$ cat config.mk
export PLATFORM = sky130hd
export DESIGN_NAME = alu_result_fifo
export DESIGN_NICKNAME = d
export VERILOG_FILES = /design/src/rtl/alu_pkg.sv /design/src/rtl/alu_fifo_mem.sv /design/src/rtl/alu_result_fifo.sv
export SDC_FILE = /design/constraint.sdc
export NUM_CORES = 1
export LEC_CHECK = 0
export CAP_MARGIN = 20
export CORE_ASPECT_RATIO = 1.4
export CORE_MARGIN = 2
export CORE_UTILIZATION = 39
export CTS_BUF_LIST = sky130_fd_sc_hd__clkbuf_8
export DETAILED_ROUTE_END_ITERATION = 8
export PLACE_DENSITY = 0.69
export SYNTH_ARGS = -nofsm -noshare
export SYNTH_HDL_FRONTEND = slang
export SYNTH_SLANG_ARGS = --single-unit
$ cat constraint.sdc
create_clock -name clk -period 5 [get_ports clk]
set_clock_uncertainty 0.1 [all_clocks]
set_input_delay 1 -clock clk [delete_from_list [all_inputs] [get_ports clk]]
set_output_delay 1 -clock clk [all_outputs]
set_load 0.1 [all_outputs]
$ cat src/rtl/alu_pkg.sv
// Shared ALU definitions: result/tag widths and the op-field encoding of alu_control.
// The FIFO treats tags as opaque; the decode helpers are for consumers and benches.
package alu_pkg;

    localparam int unsigned DATA_W = 32;
    localparam int unsigned OP_W   = 4;

    // alu_control[3:1]; alu_control[0] selects a constant 1 as the second operand
    typedef enum logic [2:0] {
        OpAdd = 3'd0,
        OpSub = 3'd1,
        OpMul = 3'd2,
        OpShr = 3'd3,
        OpShl = 3'd4
    } alu_op_e;

    function automatic alu_op_e op_field(input logic [OP_W-1:0] tag);
        return alu_op_e'(tag[OP_W-1:1]);
    endfunction

    function automatic logic op_const_one(input logic [OP_W-1:0] tag);
        return tag[0];
    endfunction

endpackage

$ cat src/rtl/alu_fifo_mem.sv
// Entry storage for the result FIFO: one synchronous write port, one asynchronous read port.
// Deliberately unreset; validity is tracked by the occupancy level in the parent.
module alu_fifo_mem #(
    parameter int unsigned DEPTH = 8,
    parameter int unsigned WIDTH = 37,
    parameter int unsigned AW    = $clog2(DEPTH)
) (
    input  logic             clk,
    input  logic             i_we,
    input  logic [AW-1:0]    i_waddr,
    input  logic [WIDTH-1:0] i_wdata,
    input  logic [AW-1:0]    i_raddr,
    output logic [WIDTH-1:0] o_rdata
);

    logic [WIDTH-1:0] r_mem [DEPTH];

    always_ff @(posedge clk) begin
        if (i_we) begin
            r_mem[i_waddr] <= i_wdata;
        end
    end

    assign o_rdata = r_mem[i_raddr];

endmodule

$ cat src/rtl/alu_result_fifo.sv
// First-word-fall-through buffer for ALU results tagged with their op code and a zero flag.
// The producer cannot stall, so writes arriving while full are dropped and counted.
module alu_result_fifo #(
    parameter int unsigned DATA_W = alu_pkg::DATA_W,
    parameter int unsigned OP_W   = alu_pkg::OP_W,
    parameter int unsigned DEPTH  = 8,
    parameter int unsigned CNT_W  = 8
) (
    input  logic                     clk,
    input  logic                     rst,
    input  logic                     in_valid,
    input  logic [DATA_W-1:0]        in_data,
    input  logic [OP_W-1:0]          in_op,
    output logic                     in_ready,
    output logic                     out_valid,
    output logic [DATA_W-1:0]        out_data,
    output logic [OP_W-1:0]          out_op,
    output logic                     out_zero,
    input  logic                     out_ready,
    output logic [$clog2(DEPTH):0]   level,
    output logic [CNT_W-1:0]         drop_count,
    input  logic                     clr_drop
);

    localparam int unsigned AW = $clog2(DEPTH);
    localparam int unsigned EW = OP_W + 1 + DATA_W;
    localparam logic [AW:0] LVL_FULL = DEPTH[AW:0];

    logic [AW-1:0]    r_wr_ptr;
    logic [AW-1:0]    r_rd_ptr;
    logic [AW:0]      r_level;
    logic [CNT_W-1:0] r_drop;

    logic          w_push;
    logic          w_pop;
    logic          w_drop;
    logic [EW-1:0] w_wr_entry;
    logic [EW-1:0] w_rd_entry;

    // Ready depends only on registered level, so a full FIFO refuses even when popping.
    assign in_ready  = (r_level != LVL_FULL);
    assign out_valid = (r_level != '0);

    assign w_push = in_valid & in_ready;
    assign w_pop  = out_valid & out_ready;
    assign w_drop = in_valid & ~in_ready;

    assign w_wr_entry = {in_op, (in_data == '0), in_data};

    alu_fifo_mem #(
        .DEPTH (DEPTH),
        .WIDTH (EW),
        .AW    (AW)
    ) u_mem (
        .clk     (clk),
        .i_we    (w_push),
        .i_waddr (r_wr_ptr),
        .i_wdata (w_wr_entry),
        .i_raddr (r_rd_ptr),
        .o_rdata (w_rd_entry)
    );

    always_ff @(posedge clk or posedge rst) begin
        if (rst) begin
            r_wr_ptr <= '0;
            r_rd_ptr <= '0;
            r_level  <= '0;
            r_drop   <= '0;
        end else begin
            if (w_push) begin
                r_wr_ptr <= r_wr_ptr + 1'b1;
            end
            if (w_pop) begin
                r_rd_ptr <= r_rd_ptr + 1'b1;
            end
            case ({w_push, w_pop})
                2'b10:   r_level <= r_level + 1'b1;
                2'b01:   r_level <= r_level - 1'b1;
                default: r_level <= r_level;
            endcase
            // Clear wins over a coincident drop
            if (clr_drop) begin
                r_drop <= '0;
            end else if (w_drop && (r_drop != '1)) begin
                r_drop <= r_drop + 1'b1;
            end
        end
    end

    assign out_data   = out_valid ? w_rd_entry[DATA_W-1:0]     : '0;
    assign out_zero   = out_valid ? w_rd_entry[DATA_W]         : 1'b0;
    assign out_op     = out_valid ? w_rd_entry[EW-1:DATA_W+1]  : '0;
    assign level      = r_level;
    assign drop_count = r_drop;

endmodule

Word level (Yosys, flattened, before mapping)
Memory sizes are Yosys's and may differ from the RTL's.
Cells that the tools add are included.
{ "totals": {"ff_bits": 18, "ramBits": 296, "inputBits": 41, "out_inout_bits": 51, "word_cells": 31, "memories": 1} }
{ "classes": {"add_sub_neg": 5, "n_eq_ne": 4, "n_mux": 8, "bitwise_logic": 4, "n_reduce_logical": 5} }
{ "memory_table": {"columns": ["memory", "words", "word_bits", "read_ports", "rd_ports_with_merged_regs", "wr", "line", "source"], "rows": [
  ["u_mem.r_mem", 8, 37, 1, 0, 1, "alu_fifo_mem.sv:16", "logic [WIDTH-1:0] r_mem [DEPTH];"]
]} }
{ "ops": {"columns": ["cell", "count"], "rows": [
  ["$logic_not 32->1", 1],
  ["$mux 32", 1],
  ["$mux 8", 2],
  ["$add 8x1->8 const B", 1],
  ["$ne 8x8->1 const B", 1],
  ["$pmux 4 s2", 1],
  ["$add 3x1->3 const B", 2],
  ["$add 4x1->4 const B", 1],
  ["$mux 4", 1],
  ["$ne 4x4->1 const B", 1],
  ["$reduce_bool 2->1", 2],
  ["$reduce_bool 4->1", 1],
  ["$sub 4x1->4 const B", 1],
  ["$and 1x1->1", 3],
  ["$mux 1", 3],
  ["$eq 2x1->1 const B", 1],
  ["$eq 2x2->1 const B", 1],
  ["$logic_and 1x1->1", 1],
  ["$not 1->1", 1]
]} }

Longest topological paths before layout
Gate-level depths: netlist (run 1).
{ "logic_depth": {"ltp_word": 6, "ltp_mapped": 11, "mapped_depth_nobuf": 10} }

Hierarchy
Synthesis (run 1) repeated with hierarchy kept, for this count alone.
{ "unflattened": {"hier_cells": 579, "area_unflattened_um2": 12453.2} }
{ "modules_own_cells": {"columns": ["mod", "n_inst", "cells_per_inst", "area_each_um2", "seq_area_each_um2"], "rows": [
  ["alu_fifo_mem", 1, 440, 11165.7, 8888.5],
  ["alu_result_fifo", 1, 139, 1287.5, 450.4]
]} }

Worst setup path before layout (run 1)
OpenSTA, ideal clock, no wires.
{ "synth_path": {"kind": "register to register", "start": "reg r_level[1] (netlist: level[1])", "end": "mem u_mem.r_mem[0][0] (enable)", "setup_ns": 0.477, "arrival_ns": 4.256, "required_ns": 4.423, "slack_ns": 0.167, "stages_incl_launch_ff": 5, "path_buffers": 0, "period_less_slack_ns": 4.833, "path_cell_list": "dfrtp_1 -> nor4b_4 -> nor2b_1 -> nand2b_1 -> nor3_1"} }
{ "synth_between": {"elab_chain_len": 4} }
{ "synth_rtl": {"columns": ["item", "line", "source"], "rows": [
  ["start: declaration", "alu_result_fifo.sv:31", "logic [AW:0] r_level;"],
  ["start signal: assignment", "alu_result_fifo.sv:77", "2'b10: r_level <= r_level + 1'b1;"],
  ["start signal: assignment", "alu_result_fifo.sv:78", "2'b01: r_level <= r_level - 1'b1;"],
  ["start signal: assignment", "alu_result_fifo.sv:79", "default: r_level <= r_level;"],
  ["$ne 4x4->1", "alu_result_fifo.sv:41", "assign in_ready = (r_level != LVL_FULL);"],
  ["$and 1x1->1", "alu_result_fifo.sv:44", "assign w_push = in_valid & in_ready;"],
  ["$mux 1", "alu_fifo_mem.sv:19", "if (i_we) begin"],
  ["$mux 1 (not written as such)", "alu_fifo_mem.sv:20", "r_mem[i_waddr] <= i_wdata;"],
  ["end: declaration", "alu_fifo_mem.sv:16", null]
]} }
Every way passes these cells.

Final worst setup path (run 1)
{ "layout_path": {"start": "reg r_rd_ptr[0]", "end": "out out_data[31]"} }
{ "layout_between": {"elab_chain_len": 2} }
{ "layout_rtl": {"columns": ["item", "line", "source"], "rows": [
  ["start: declaration", "alu_result_fifo.sv:30", "logic [AW-1:0] r_rd_ptr;"],
  ["start signal: assignment", "alu_result_fifo.sv:74", "r_rd_ptr <= r_rd_ptr + 1'b1;"],
  ["$mem_v2 8x37", null, null],
  ["$mux 32", "alu_result_fifo.sv:90", "assign out_data = out_valid ? w_rd_entry[DATA_W-1:0] : '0;"],
  ["end: declaration", "alu_result_fifo.sv:16", "output logic [DATA_W-1:0] out_data,"]
]} }
Every way passes these cells.

==> results.sh, run 1 <==
export IMPL_clock_latency_ps=550
export IMPL_tightest_slew_ps=978
export IMPL_cp_start_kind="register"
export IMPL_dp_hpwl_um=13700
export IMPL_rsz0062_at_grt="no"
export IMPL_synth_edff_count=296
export IMPL_synth_seq_cells=314
export IMPL_synth_area_mm2=0.0123
export IMPL_timing_setup_tns_ps=0
export IMPL_avgSynthCellArea_um2=21.1
export IMPL_grt_overflow=0
export IMPL_htree_levels=2
export IMPL_synth_top_cell_by_area="edfxtp_1"
export IMPL_grt_first_pass_wirelength_um=38700
export IMPL_clock_sinks=314
export IMPL_die_y_um=214
export IMPL_antenna_found_initial=0
export IMPL_cap_viol_max_count=0
export IMPL_rows=76
export IMPL_grt_met2_usage_pct=28.5
export IMPL_gr_usage_all_layers_pct=15.7
export IMPL_syn_nets=629
export IMPL_async_flop_share_pct=5.73
export IMPL_timing_final_crit_share_pct=84.8
export IMPL_globalplace_congestion=0.727
export IMPL_syn_inst=582
export IMPL_grt_pass1_vias=6557
export IMPL_finalWirelength_um=25500
export IMPL_nFillCells=2613
export IMPL_root_buffer="clkbuf_8"
export IMPL_setup_viol=0
export IMPL_grt_start_max_net_pins=38
export IMPL_drt_pre_antenna_iters=4
export IMPL_post_cts_buffers=0
export IMPL_worstSetupEndpointType="output port"
export IMPL_dieArea_mm2=0.0329
export IMPL_viasPerCell=5.29
export IMPL_cp_max_fo=20
export IMPL_die_x_um=154
export IMPL_synth_area_leaders="edfxtp_1 72%, mux4_2 14%, dfrtp_1 3.7%, mux2i_1 3.2%, nor2_1 1.5%"
export IMPL_diodes=0
export IMPL_critical_path_required_ps=3900
export IMPL_cts_tree="built"
export IMPL_cts_resized_gates=0
export IMPL_fmax_mhz=236
export IMPL_drc=0
export IMPL_cts_buffers=48
export IMPL_ys_types=34
export IMPL_vias=6021
export IMPL_seq_area_mm2=0.00935
export IMPL_min_path_type="register to register"
export IMPL_clockBufferDepth=3
export IMPL_r2r_slack_ps=2310
export IMPL_hold_violations=0
export IMPL_io_buffers=91
export IMPL_yosys_area_top_type_share_pct=72.5
export IMPL_io_pin_count=92
export IMPL_fin_crit_ps=4240
export IMPL_nets=758
export IMPL_status="completed"
export IMPL_arrival_ps=3140
export IMPL_drtIter0Drc=367
export IMPL_clkTransAtPathRegs_ps=60
export IMPL_final_max_slew_viol_count=0
export IMPL_ys_warn_count=0
export IMPL_maxSlewHeadroom_pct=34.6
export IMPL_multi_input_area_mm2=0.00286
export IMPL_antenna_left=0
export IMPL_critPathKind="register to output port"
export IMPL_postCtsHoldBufs=0
export IMPL_grt_busiest_layer="met2"
export IMPL_drive_gt1_share_pct=26.1
export IMPL_globalRouteMet1Util_pct=19.2
export IMPL_ys_seq_area_share_pct=76.1
export IMPL_coreArea_mm2=0.0309
export IMPL_wl_per_cell_um=22.4
export IMPL_start_util_pct=39.7
export IMPL_grtUsageMet3_pct=2.69
export IMPL_synthToLayoutAreaGrowth_pct=19.2
export IMPL_synth_main_ff_cell="edfxtp_1"
==> logic make-up after synthesis <==
logic type	Yosys count	synth area share [%]
buffers and inverters	31	1.05
AOI/OAI and AO/OA	12	0.622
muxes	116	17.0
xor gates and xnor gates	12	0.857
adders and majority gates	6	0.612
DFF	314	76.1
and+or+nand+nor	91	3.66
==> final timing paths <==
kind,from,to,cells after the start
max,r_rd_ptr[0]$_DFFE_PP0P_,out_data[31],4
max reg2reg,level[1]$_DFFE_PP0P_,u_mem.r_mem[3][4]$_DFFE_PP_,5
min in group asynchronous,rst,drop_count[6]$_DFFE_PP0P_,2
min reg2reg,r_wr_ptr[0]$_DFFE_PP0P_,r_wr_ptr[0]$_DFFE_PP0P_,1
max in group asynchronous,rst,r_rd_ptr[0]$_DFFE_PP0P_,2
min,r_wr_ptr[0]$_DFFE_PP0P_,r_wr_ptr[0]$_DFFE_PP0P_,1
==> cells in the mapped netlist (all sizes together) (2+ instances only) <==
master	count
a21oi	5
o2111ai	2
mux2	3
nand3	2
ha	6
clkbuf	14
and4	2
buf	12
xnor2	3
mux4	74
inv	5
nand2b	4
dfrtp	18
o21ai	2
nand2	7
nor4	9
mux2i	39
xor2	9
nor3	3
nand4	5
nor2	50
edfxtp	296
or3	2
==> metal layers <==
layer / up-vias / part of all wire (%)
met1: 3165 / 40
met3: 46 / 4.8
met5: - / 0
met4: 0 / 2.2
li1: 2660 / -
met2: 150 / 53
==> stage by stage <==
stage | util (%) | instances | instance area, µm² | hold slack, ps | setup WS, ps
after detailed placement | 44.2 | 1051 | 13700 | 424 | 1270
final | 47.3 | 1138 | 14600 | 435 | 762
after CTS | 47.3 | 1138 | 14600 | 437 | 647
after global routing | 47.3 | 1138 | 14600 | 462 | 579
after global placement | 44.2 | 1051 | 13700 | 424 | 1240
after floorplan | - | 582 | 12300 | 380 | 167
==> cell type report <==
| class | count | area share [%] |
|---|---|---|
| clock buffer | 50 | 4.71 |
| clock inverter | 37 | 1.83 |
| inverter | 5 | 0.128 |
| multi-input combinational | 237 | 19.5 |
| sequential | 314 | 63.9 |
| tap | 390 | 3.34 |
| timing repair buffer | 105 | 6.55 |
==> registers in the layout, summed over array words and instances, names as in the netlist <==
register,flops
u_mem.r_mem,296
level,4
r_rd_ptr,3
drop_count,8
r_wr_ptr,3
==> cells in the final DEF, fill, tap and decap left out, types with 5 or more instances in the layout <==
cell and instances:
dfrtp_1 15, nor2_1 44, clkbuf_8 50, inv_1 18
nand4_1 5, ha_1 6, nor2_4 6, xor2_1 9
edfxtp_1 296, clkdlybuf4s50_1 63, nand2_1 7, a21oi_1 5
clkinv_2 6, mux4_2 74, mux2i_1 39, clkinv_1 11
buf_4 41, nor4_1 8
==> critical path: stages, from the launching register on <==
cell and delay, ps:
dfrtp_4 690, mux4_2 560, mux2i_1 270, nor2_1 80, clkdlybuf4s50_1 990
Power of run 1 is left out: the tool's default activity adds up to more than one toggle a clock period on the data nets, which glitch-free logic cannot reach.
==> run 2: changes to the inputs <==
- clock period: 5 -> 4.25 ns (I/O delays scaled with it)
==> run 2 against run 1 <==
Setup slack got worse by 220 ps. Worst hold slack got worse by 14 ps. Via count fell by 3.0%. Sequential cell count did not move. Design area rose by 0.23%. Critical path depth rose by 1. Register-to-register slack got worse by 660 ps. Sequential share of layout area fell by 0.13 points. Highest routed layer unchanged. Clock-buffer cell count fell by 3.
==> results.sh, run 2 (same netlist as run 1, synthesis figures left out) <==
export IMPL_fin_crit_ps=3710
export IMPL_clock_sinks=314
export IMPL_cap_viol_max_count=0
export IMPL_antenna_found_initial=1
export IMPL_finalWirelength_um=23500
export IMPL_largest_register_ffs=296
export IMPL_wl_per_cell_um=20.7
export IMPL_regMostFlops="u_mem.r_mem"
export IMPL_clockBufferDepth=3
export IMPL_arrival_ps=2760
export IMPL_dp_hpwl_um=14000
export IMPL_min_path_type="register to register"
export IMPL_hold_violations=0
export IMPL_root_buffer="clkbuf_8"
export IMPL_cts_resized_gates=0
export IMPL_synthToLayoutAreaGrowth_pct=19.5
export IMPL_start_util_pct=39.7
export IMPL_cts_buffers=46
export IMPL_cp_start_kind="register"
export IMPL_htree_levels=2
export IMPL_antenna_left=0
export IMPL_rsz0062_at_grt="no"
export IMPL_maxSlewHeadroom_pct=35.0
export IMPL_clock_latency_ps=550
export IMPL_fin_ws_ps=545
export IMPL_layout_commonest_cell="edfxtp_1"
export IMPL_gr_usage_all_layers_pct=14.6
export IMPL_io_buffers=91
export IMPL_nets=757
export IMPL_viasPerCell=5.15
export IMPL_dieArea_mm2=0.0329
export IMPL_post_cts_buffers=0
export IMPL_setup_viol=0
export IMPL_status="completed"
export IMPL_grt_pass1_vias=6392
export IMPL_vias=5842
export IMPL_grt_first_pass_wirelength_um=36400
export IMPL_critPathKind="register to output port"
export IMPL_clkTransAtPathRegs_ps=60
export IMPL_tightest_slew_ps=973
export IMPL_timing_final_crit_share_pct=87.2
export IMPL_postCtsHoldBufs=0
export IMPL_cp_max_fo=26
export IMPL_die_x_um=154
export IMPL_die_y_um=214
export IMPL_drt_pre_antenna_iters=4
export IMPL_fmax_mhz=270
export IMPL_drive_gt1_share_pct=27.4
export IMPL_final_cell_mix="296 x edfxtp_1, 74 x mux4_2, 54 x clkdlybuf4s50_1, 48 x buf_4, 47 x clkbuf_8"
export IMPL_grt_start_max_net_pins=50
export IMPL_grt_overflow=0
export IMPL_io_pin_count=92
export IMPL_rows=76
export IMPL_final_max_slew_viol_count=0
export IMPL_worstSetupEndpointType="output port"
export IMPL_hold_worst_slack_ps=421
export IMPL_critical_path_required_ps=3300
export IMPL_dpl_worst_slack_ps=838
export IMPL_cts_tree="built"
export IMPL_utilization_pct=47.4
export IMPL_coreArea_mm2=0.0309
export IMPL_drc=0
export IMPL_timing_setup_tns_ps=0
export IMPL_drtIter0Drc=434
export IMPL_globalplace_congestion=0.740
## run 2: cell types whose count changed in the layout (fill, tap and decap cells not counted), moves of 2 or more
cell	delta
nor3_4	+2
clkinv_1	-2
clkinv_2	+2
inv_1	-2
buf_12	+3
clkdlybuf4s50_1	-9
clkbuf_8	-3
nor3_2	-2
buf_4	+7
bufinv_16	+2
## run 2: worst paths after layout
check | start | end | slack, ps | cells past startpoint
max | r_rd_ptr[0]$_DFFE_PP0P_ | out_op[0] | 540 | 5
min | r_wr_ptr[0]$_DFFE_PP0P_ | r_wr_ptr[0]$_DFFE_PP0P_ | 420 | 1
max reg2reg | level[1]$_DFFE_PP0P_ | level[2]$_DFFE_PP0P_ | 1650 | 10
min reg2reg | r_wr_ptr[0]$_DFFE_PP0P_ | r_wr_ptr[0]$_DFFE_PP0P_ | 420 | 1
max in group asynchronous | rst | r_rd_ptr[1]$_DFFE_PP0P_ | 2890 | 2
min in group asynchronous | rst | r_rd_ptr[0]$_DFFE_PP0P_ | 620 | 2
## run 2: worst max-delay path, stage by stage, from the launching register on
cell and delay, ps:
dfrtp_4 750, buf_12 310, mux4_2 540, mux2i_1 260, nor2_1 70, buf_4 250
## run 2: cell type report
type,instances,area (µm²)
Fill cell,2514,16200
Sequential cell,314,9350
Multi-Input combinational cell,237,2870
Timing Repair Buffer,106,981
Clock buffer,47,647
Tap cell,390,488
Clock inverter,35,303
Inverter,5,18.8
Antenna cell,1,2.50
## run 2: per-stage QoR
step	cells	area (µm²)
final	1135	14700
after detailed placement	1052	13700
after global placement	1052	13700
after global routing	1134	14700
after CTS	1134	14700
after floorplan	582	12300
## run 2: routing by layer
metal  up-vias  GRT usage [%]  wire, µm
li1       2644              -         -
met5         -              0         0
met1      3056           17.4      9430
met4         0           4.74       431
met2       113           26.5     12700
met3        29           3.19       952
Power of run 2 is left out for the same reason.
==> run 3: changes to the inputs <==
- RECOVER_POWER: default -> 25
- SETUP_SLACK_MARGIN: default -> 0.5
==> run 3 against run 2 <==
Maximum frequency increased by 2.5%. Worst hold slack lost 5.4 ps. Global-route usage grew 0.18 points. Routed wire length rose by 0.65%. Largest cell class unchanged.
==> results.sh, run 3 (same netlist as run 1, synthesis figures left out) <==
export IMPL_hold_violations=0
export IMPL_setup_viol=0
export IMPL_htree_levels=2
export IMPL_start_util_pct=39.7
export IMPL_postCtsHoldBufs=0
export IMPL_cts_resized_gates=0
export IMPL_critPathBufInv=2
export IMPL_diodes=0
export IMPL_dieArea_mm2=0.0329
export IMPL_io_buffers=91
export IMPL_wl_per_cell_um=20.8
export IMPL_fin_crit_ps=3620
export IMPL_cpMaxStageDelayCell="mux4_2"
export IMPL_reg2reg_depth=5
export IMPL_antenna_left=0
export IMPL_fmax_mhz=277
export IMPL_nFillCells=2535
export IMPL_viasPerCell=5.16
export IMPL_dp_hpwl_um=14600
export IMPL_globalplace_congestion=0.740
export IMPL_grt_pass1_vias=6243
export IMPL_hold_depth=1
export IMPL_worstSetupEndpointType="output port"
export IMPL_tightest_slew_ps=986
export IMPL_cts_tree="built"
export IMPL_crit_chain="buf_4 > mux4_2 > mux2i_1 > nor2_1 > buf_4"
export IMPL_maxSlewHeadroom_pct=34.1
export IMPL_finalWirelength_um=23700
export IMPL_rsz0062_at_grt="no"
export IMPL_die_x_um=154
export IMPL_min_path_type="register to register"
export IMPL_seq_area_mm2=0.00935
export IMPL_r2r_end="u_mem.r_mem[5][22]$_DFFE_PP_"
export IMPL_cp_start_kind="register"
export IMPL_r2r_slack_ps=1470
export IMPL_vias=5870
export IMPL_io_pin_count=92
export IMPL_coreArea_mm2=0.0309
export IMPL_die_y_um=214
export IMPL_cp_max_fo=26
export IMPL_timing_final_crit_share_pct=85.1
export IMPL_rows=76
export IMPL_drtIter0Drc=335
export IMPL_drive_gt1_share_pct=27.0
export IMPL_worstHoldStart="r_wr_ptr[0]$_DFFE_PP0P_"
export IMPL_critical_path_top_delay_family="multiplexers"
export IMPL_clock_latency_ps=560
export IMPL_slowest_delay_ps=570
export IMPL_drc=0
export IMPL_final_cell_mix="296 x edfxtp_1, 74 x mux4_2, 49 x clkbuf_8, 45 x buf_4, 44 x nor2_1"
export IMPL_gr_usage_all_layers_pct=14.8
export IMPL_drt_pre_antenna_iters=4
export IMPL_grt_first_pass_wirelength_um=36700
export IMPL_grt_overflow=0
export IMPL_status="completed"
export IMPL_critical_path_required_ps=3300
export IMPL_grt_start_max_net_pins=51
export IMPL_timing_setup_tns_ps=0
export IMPL_root_buffer="clkbuf_8"
export IMPL_layout_commonest_cell="edfxtp_1"
export IMPL_final_max_slew_viol_count=0
export IMPL_cpMostUsedCell="buf_4"
export IMPL_clkTransAtPathRegs_ps=70
export IMPL_arrival_ps=2670
export IMPL_multi_input_area_mm2=0.00287
export IMPL_nets=757
export IMPL_regMostFlops="u_mem.r_mem"
export IMPL_clock_sinks=314
export IMPL_min_to="r_wr_ptr[0]$_DFFE_PP0P_"
export IMPL_largest_register_ffs=296
export IMPL_antenna_found_initial=0
export IMPL_post_cts_buffers=0
export IMPL_cap_viol_max_count=0
export IMPL_synthToLayoutAreaGrowth_pct=19.1
export IMPL_r2r_start="level[1]$_DFFE_PP0P_"
export IMPL_cts_buffers=45
export IMPL_clockBufferDepth=3
export IMPL_critPathKind="register to output port"
run 3: cell count changes in the layout (fill, tap and decap cells not counted), moves of 3 or more:
cell	change
inv_1	+6
clkdlybuf4s50_1	-26
dlygate4sd3_1	+26
buf_12	+4
bufinv_16	-5
buf_4	-3
run 3: worst max-delay path by stage:
stage	from	endpoint	slack, ps	cells after the start
3_5_place_dp	in_valid	u_mem.r_mem[5][26]$_DFFE_PP_	670	5
3_3_place_gp	in_valid	u_mem.r_mem[5][33]$_DFFE_PP_	730	5
2_1_floorplan	level[1]$_DFFE_PP0P_	out_data[10]	350	4
6_report	r_rd_ptr[0]$_DFFE_PP0P_	out_data[25]	630	5
4_1_cts	r_rd_ptr[0]$_DFFE_PP0P_	out_data[25]	520	5
5_1_grt	r_rd_ptr[0]$_DFFE_PP0P_	out_data[29]	520	5
run 3: final cells by class:
type	instances	area share (%)
inverters	5	0.128
well taps	390	3.34
multi-input cells	237	19.6
clock buffers	49	4.62
flip-flops and latches	314	64.0
clock inverters	35	1.21
repair buffers	107	7.11
run 3: metrics by stage:
stage / util [%] / instance area [µm²] / worst slack (ps) / hold WS (ps) / instances
6_report: 47.3 / 14600 / 634 / 415 / 1137
5_1_grt: 47.3 / 14600 / 519 / 456 / 1137
4_1_cts: 47.3 / 14600 / 522 / 416 / 1137
3_5_place_dp: 44.5 / 13800 / 668 / 407 / 1053
3_3_place_gp: 44.5 / 13800 / 728 / 408 / 1053
2_1_floorplan: - / 12300 / 350 / 380 / 582
run 3: per-layer routing:
metal / vias up / GRT usage [%] / wire (µm)
li1: 2661 / - / -
met1: 3042 / 17.8 / 9480
met2: 132 / 27.2 / 12900
met3: 35 / 2.47 / 827
met4: 0 / 4.80 / 446
met5: - / 0 / 0
Power of run 3 is left out for the same reason.
==> patch 1, RTL diff (flow settings as in run 1) <==
Register the output `drop_count` once more, cleared by the reset; this adds one clock of latency there. The other outputs are not delayed to match.
--- a/src/rtl/alu_result_fifo.sv
+++ b/src/rtl/alu_result_fifo.sv
@@ -91,7 +91,13 @@
     assign out_zero   = out_valid ? w_rd_entry[DATA_W]         : 1'b0;
     assign out_op     = out_valid ? w_rd_entry[EW-1:DATA_W+1]  : '0;
     assign level      = r_level;
-    assign drop_count = r_drop;
+    always_ff @(posedge clk or posedge rst) begin
+        if (rst) begin
+            drop_count <= '0;
+        end else begin
+            drop_count <= r_drop;
+        end
+    end
 
 endmodule
 
Function: no difference found for any inputs over 4 cycles, from zero or initial values and one cycle with rst high; that may be too few to reach the edited logic, so the function may still have changed.
==> patch 1 against run 1 <==
Largest cell class unchanged; area after synthesis is 1.7% higher; worst setup slack got worse by 0.18 ns; global-route usage fell by 0.11 points; critical path type unchanged; final area is 1.3% higher; via count is 1.5% higher; count of clock-buffer cells in the layout is 2 lower; register-to-register slack worse by 0.32 ns; first-iteration DRC count fell by 8.7%; sequential cell count rose by 8; routed wire length grew 0.20%.
Power is left out: the tool's default activity adds up to more than one toggle a clock period on the data nets, which glitch-free logic cannot reach.
==> patch 1: results (changes against run 1) <==
| Metric | Value |
|---|---|
| CTS Buf Count | 47 (was 48) |
| Met1 usage | 0.198 (was 0.192) |
| Syn Nets | 638 (was 629) |
| Status | finished, final reports clean (unchanged) |
| Crit path DAT | 3.32 ns (was 3.14 ns) |
| HPWL after DPL | 14.7 mm (was 13.7 mm) |
| Critical Path Sink | out_data[0] (was out_data[31]) |
| Hold path cells | 0 (was 1) |
| Grt met3 use | 0.0273 (was 0.0269) |
| Met1 WL | 10.5 mm (was 10.3 mm) |
| Detailed Route Iter0 Violations | 335 (was 367) |
| # fillers | 2582 (was 2613) |
| Detail Route met2 WL | 13.3 mm (was 13.4 mm) |
| Worst skew pair latency | 0.57 ns (was 0.55 ns) |
| Vias in the first global route | 6612 (was 6557) |
| Worst Path Max Fanout | 25 (was 20) |
| Initial antenna violation count | 1 (was 0) |
| Placed cell area | 0.0140 sq mm (was 0.0137 sq mm) |
| Worst r2r path cells | 11 (was 5) |
| Syn-to-layout area delta | 18.9% (was 19.2%) |
| Gr usage total | 0.156 (was 0.157) |
| Worst setup startpoint | r_rd_ptr[0]$_DFFE_PP0P_ (unchanged) |
| WL met3 | 1.06 mm (was 1.21 mm) |
| Layout cell share with drive strength beyond 1 | 0.256 (was 0.261) |
| WHS | 0.329 ns (was 0.435 ns) |
| Fin nets | 774 (was 758) |
| Asr flop ratio synth | 0.0807 (was 0.0573) |
| Synth top cells by count | 296 x edfxtp_1, 74 x mux4_2, 51 x nor2_1 (was 296 x edfxtp_1, 74 x mux4_2, 50 x nor2_1) |
| Met2 usage | 0.268 (was 0.285) |
| Synth top area cells | edfxtp_1 71%, mux4_2 13%, dfrtp_1 5.2% (was edfxtp_1 72%, mux4_2 14%, dfrtp_1 3.7%) |
| Reg2Reg Capture Point | level[2]$_DFFE_PP0P_ (was u_mem.r_mem[3][4]$_DFFE_PP_) |
| Gp weighted congestion | 0.708 (was 0.727) |
| Vias per cell | 5.27 (was 5.29) |
patch 1: stage by stage:
stage / instances / setup WS (ns)
floorplan: 591 / 0.150
global placement: 1072 / 1.12
detailed placement: 1073 / 1.11
CTS: 1158 / 0.474
global route: 1159 / 0.363
finish: 1159 / 0.579
patch 1: critical path, cell delays in order (launching register included):
cell and delay, ns:
dfrtp_4 0.76, buf_4 0.28, mux4_2 0.52, mux2i_1 0.16, nor2_1 0.06, clkdlybuf4s50_1 0.97
patch 1: final cells by class:
type | count | share of cell area
sequential | 322 | 0.644
timing repair buffer | 114 | 0.0731
clock buffer | 48 | 0.0446
tap | 395 | 0.0334
multi-input combinational | 237 | 0.192
antenna | 1 | 0.000169
clock inverter | 37 | 0.0111
inverter | 5 | 0.00127
patch 1: kinds of logic after synthesis:
group / synth area share
compound gates: 0.00622
xor+xnor: 0.00843
fa+ha+maj: 0.00602
buf+inv: 0.0112
flops: 0.765
mux: 0.168
simple gates: 0.0352
==> patch 2, RTL diff (config.mk and constraints of run 1) <==
Made on the original files. `DEPTH` is set to 8 in 2 places; all go to 16.
--- a/src/rtl/alu_fifo_mem.sv
+++ b/src/rtl/alu_fifo_mem.sv
@@ -1,7 +1,7 @@
 // Entry storage for the result FIFO: one synchronous write port, one asynchronous read port.
 // Deliberately unreset; validity is tracked by the occupancy level in the parent.
 module alu_fifo_mem #(
-    parameter int unsigned DEPTH = 8,
+    parameter int unsigned DEPTH = 16,
     parameter int unsigned WIDTH = 37,
     parameter int unsigned AW    = $clog2(DEPTH)
 ) (
--- a/src/rtl/alu_result_fifo.sv
+++ b/src/rtl/alu_result_fifo.sv
@@ -3,7 +3,7 @@
 module alu_result_fifo #(
     parameter int unsigned DATA_W = alu_pkg::DATA_W,
     parameter int unsigned OP_W   = alu_pkg::OP_W,
-    parameter int unsigned DEPTH  = 8,
+    parameter int unsigned DEPTH  = 16,
     parameter int unsigned CNT_W  = 8
 ) (
     input  logic                     clk,
Ports: changed (resized level); port bits go from 92 to 93. The function was not compared with the original's and may differ.
==> patch 2 against run 1 <==
Global-route usage is 1.2 points higher; routed wire length is 110% higher; area after synthesis is 95% higher; worst setup slack worse by 0.33 ns; sequential share of layout area is 1.6 points higher; sequential cell count is 299 higher; final area is 91% higher; maximum frequency is 7.2% lower.
==> patch 2: results (changes against run 1) <==
| Metric | Value |
|---|---|
| Status | finished, final reports clean (unchanged) |
| I/O Buffers | 92 (was 91) |
| HPWL after DPL | 30.1 mm (was 13.7 mm) |
| Largest net degree at the start of global routing | 76 (was 38) |
| Synth top area cells | edfxtp_1 74%, mux4_2 14%, nand3_1 2.5% (was edfxtp_1 72%, mux4_2 14%, dfrtp_1 3.7%) |
| Clk pin slew, worst setup/hold paths | 0.07 ns |
| Prevailing post-synth register cell | edfxtp_1 (unchanged) |
| Layout cell share with drive strength beyond 1 | 0.301 (was 0.261) |
| Lkg Pwr | 8.97 nW |
| Detailed Route Iter0 Violations | 1011 (was 367) |
| Gr usage total | 0.169 (was 0.157) |
| DRT Pass-1 Iters | 5 (was 4) |
| Fin nets | 1363 (was 758) |
| Worst Path Max Fanout | 64 (was 20) |
| Vias in the first global route | 12700 (was 6557) |
| Yosys cell types | 42 (was 34) |
| Crit path DAT | 3.46 ns (was 3.14 ns) |
| Initial antenna violation count | 1 (was 0) |
| Ys Warns | 0 (unchanged) |
| Rel. slew slack | 0.310 (was 0.346) |
| Largest Register | u_mem.r_mem (unchanged) |
| H-tree lvl count | 3 (was 2) |
| Critical path's top delay family | flip-flops (was buffers and inverters) |
| Worst path slowest cell | dfrtp_4 (was clkdlybuf4s50_1) |
| Global route overflow | 0 (unchanged) |
| Synth top cells by count | 592 x edfxtp_1, 148 x mux4_2, 119 x nand3_1 (was 296 x edfxtp_1, 74 x mux4_2, 50 x nor2_1) |
| Syn Nets | 1195 (was 629) |
| Resize count post-CTS | 0 (unchanged) |
| # Post-CTS Setup Buffers | 0 (unchanged) |
| DR vias | 11900 (was 6021) |
| VDD IR max | around 0.00046 V |
| Worst skew pair latency | 0.69 ns (was 0.55 ns) |
| Wire per inst | 24.0 microns (was 22.4 microns) |
| Dpl cells | 2038 (was 1051) |
| Root Driver | clkbuf_8 (unchanged) |
| Max clock buf depth | 3 (unchanged) |
| Vias per cell | 5.41 (was 5.29) |
| Synthesized instance count | 1144 (was 582) |
| Worst Hold Class | reg -> reg (unchanged) |
| Sequential fraction of the synthesis area | 0.765 (was 0.761) |
| Largest register FFs | 592 (was 296) |
| Placed cell area | 0.0262 sq mm (was 0.0137 sq mm) |
| First-pass GRT wire length | 79.0 mm (was 38.7 mm) |
| Asr flop ratio synth | 0.0343 (was 0.0573) |
| Slowest stage delay, CP | 1.11 ns (was 0.99 ns) |
| Gp weighted congestion | 0.742 (was 0.727) |
| # fillers | 5069 (was 2613) |
| Post-synth EDFFs | 592 (was 296) |
| CTS Buf Count | 89 (was 48) |
patch 2: per-layer routing:
| metal | vias up | share of wire | global-route usage |
|---|---|---|---|
| met3 | 99 | 0.053 | 0.0308 |
| met5 | - | 0 | 0 |
| met1 | 6298 | 0.39 | 0.211 |
| met2 | 397 | 0.53 | 0.293 |
| li1 | 5071 | - | - |
| met4 | 0 | 0.026 | 0.0623 |
patch 2: per-stage QoR:
step	worst slack [ns]	utilization	total power (W)	hold WS, ns
floorplan	0.245	-	0.0121	0.391
global placement	0.997	0.432	0.0140	0.400
detailed placement	0.952	0.432	0.0141	0.421
CTS	0.393	0.460	0.0180	0.440
global route	0.378	0.460	0.0184	0.465
finish	0.435	0.460	0.0178	0.437
patch 2: worst paths after layout:
path / from / end / slack (ns) / cells past startpoint
setup / recovery: r_rd_ptr[3]$_DFFE_PP0P_ / out_data[18] / 0.44 / 5
hold / removal: drop_count[6]$_DFFE_PP0P_ / drop_count[6]$_DFFE_PP0P_ / 0.44 / 1
setup reg to reg: level[1]$_DFFE_PP0P_ / level[4]$_DFFE_PP0P_ / 1.72 / 10
hold reg to reg: drop_count[6]$_DFFE_PP0P_ / drop_count[6]$_DFFE_PP0P_ / 0.44 / 1
max in group asynchronous: rst / r_rd_ptr[0]$_DFFE_PP0P_ / 3.51 / 2
min in group asynchronous: rst / level[1]$_DFFE_PP0P_ / 0.68 / 2
patch 2: kinds of logic (layout without fill, tap and decap cells):
kind of cell / after synthesis / count (layout) / synth area share
other: 0 / 1 / 0
AOI/OAI and AO/OA: 25 / 25 / 0.00654
xor gates and xnor gates: 11 / 11 / 0.00403
muxes: 189 / 189 / 0.159
adders and majority gates: 10 / 10 / 0.00523
DFF: 613 / 613 / 0.765
and+or+nand+nor: 222 / 222 / 0.0461
buffers and inverters: 74 / 307 / 0.0145
patch 2: worst register-to-register path: stages, from the launching register on:
cell	delay, ns
dfrtp_1	0.51
nor4_4	0.57
a21boi_1	0.39
inv_1	0.17
ha_1	0.34
xor2_1	0.11
ha_1	0.23
or2_2	0.30
a31oi_1	0.18
o31ai_1	0.11
xnor2_1	0.15
patch 2: power by group:
part           internal (W)  switching, W
registers           0.00619      0.000452
clock network       0.00205       0.00187
logic               0.00236       0.00484
patch 2: final cells by class:
type | instances | area share
flip-flops and latches | 613 | 0.655
multi-input cells | 457 | 0.194
repair buffers | 143 | 0.0513
clock buffers | 90 | 0.0443
well taps | 817 | 0.0366
clock inverters | 66 | 0.0175
inverters | 8 | 0.00107
diodes | 1 | 0.0000895
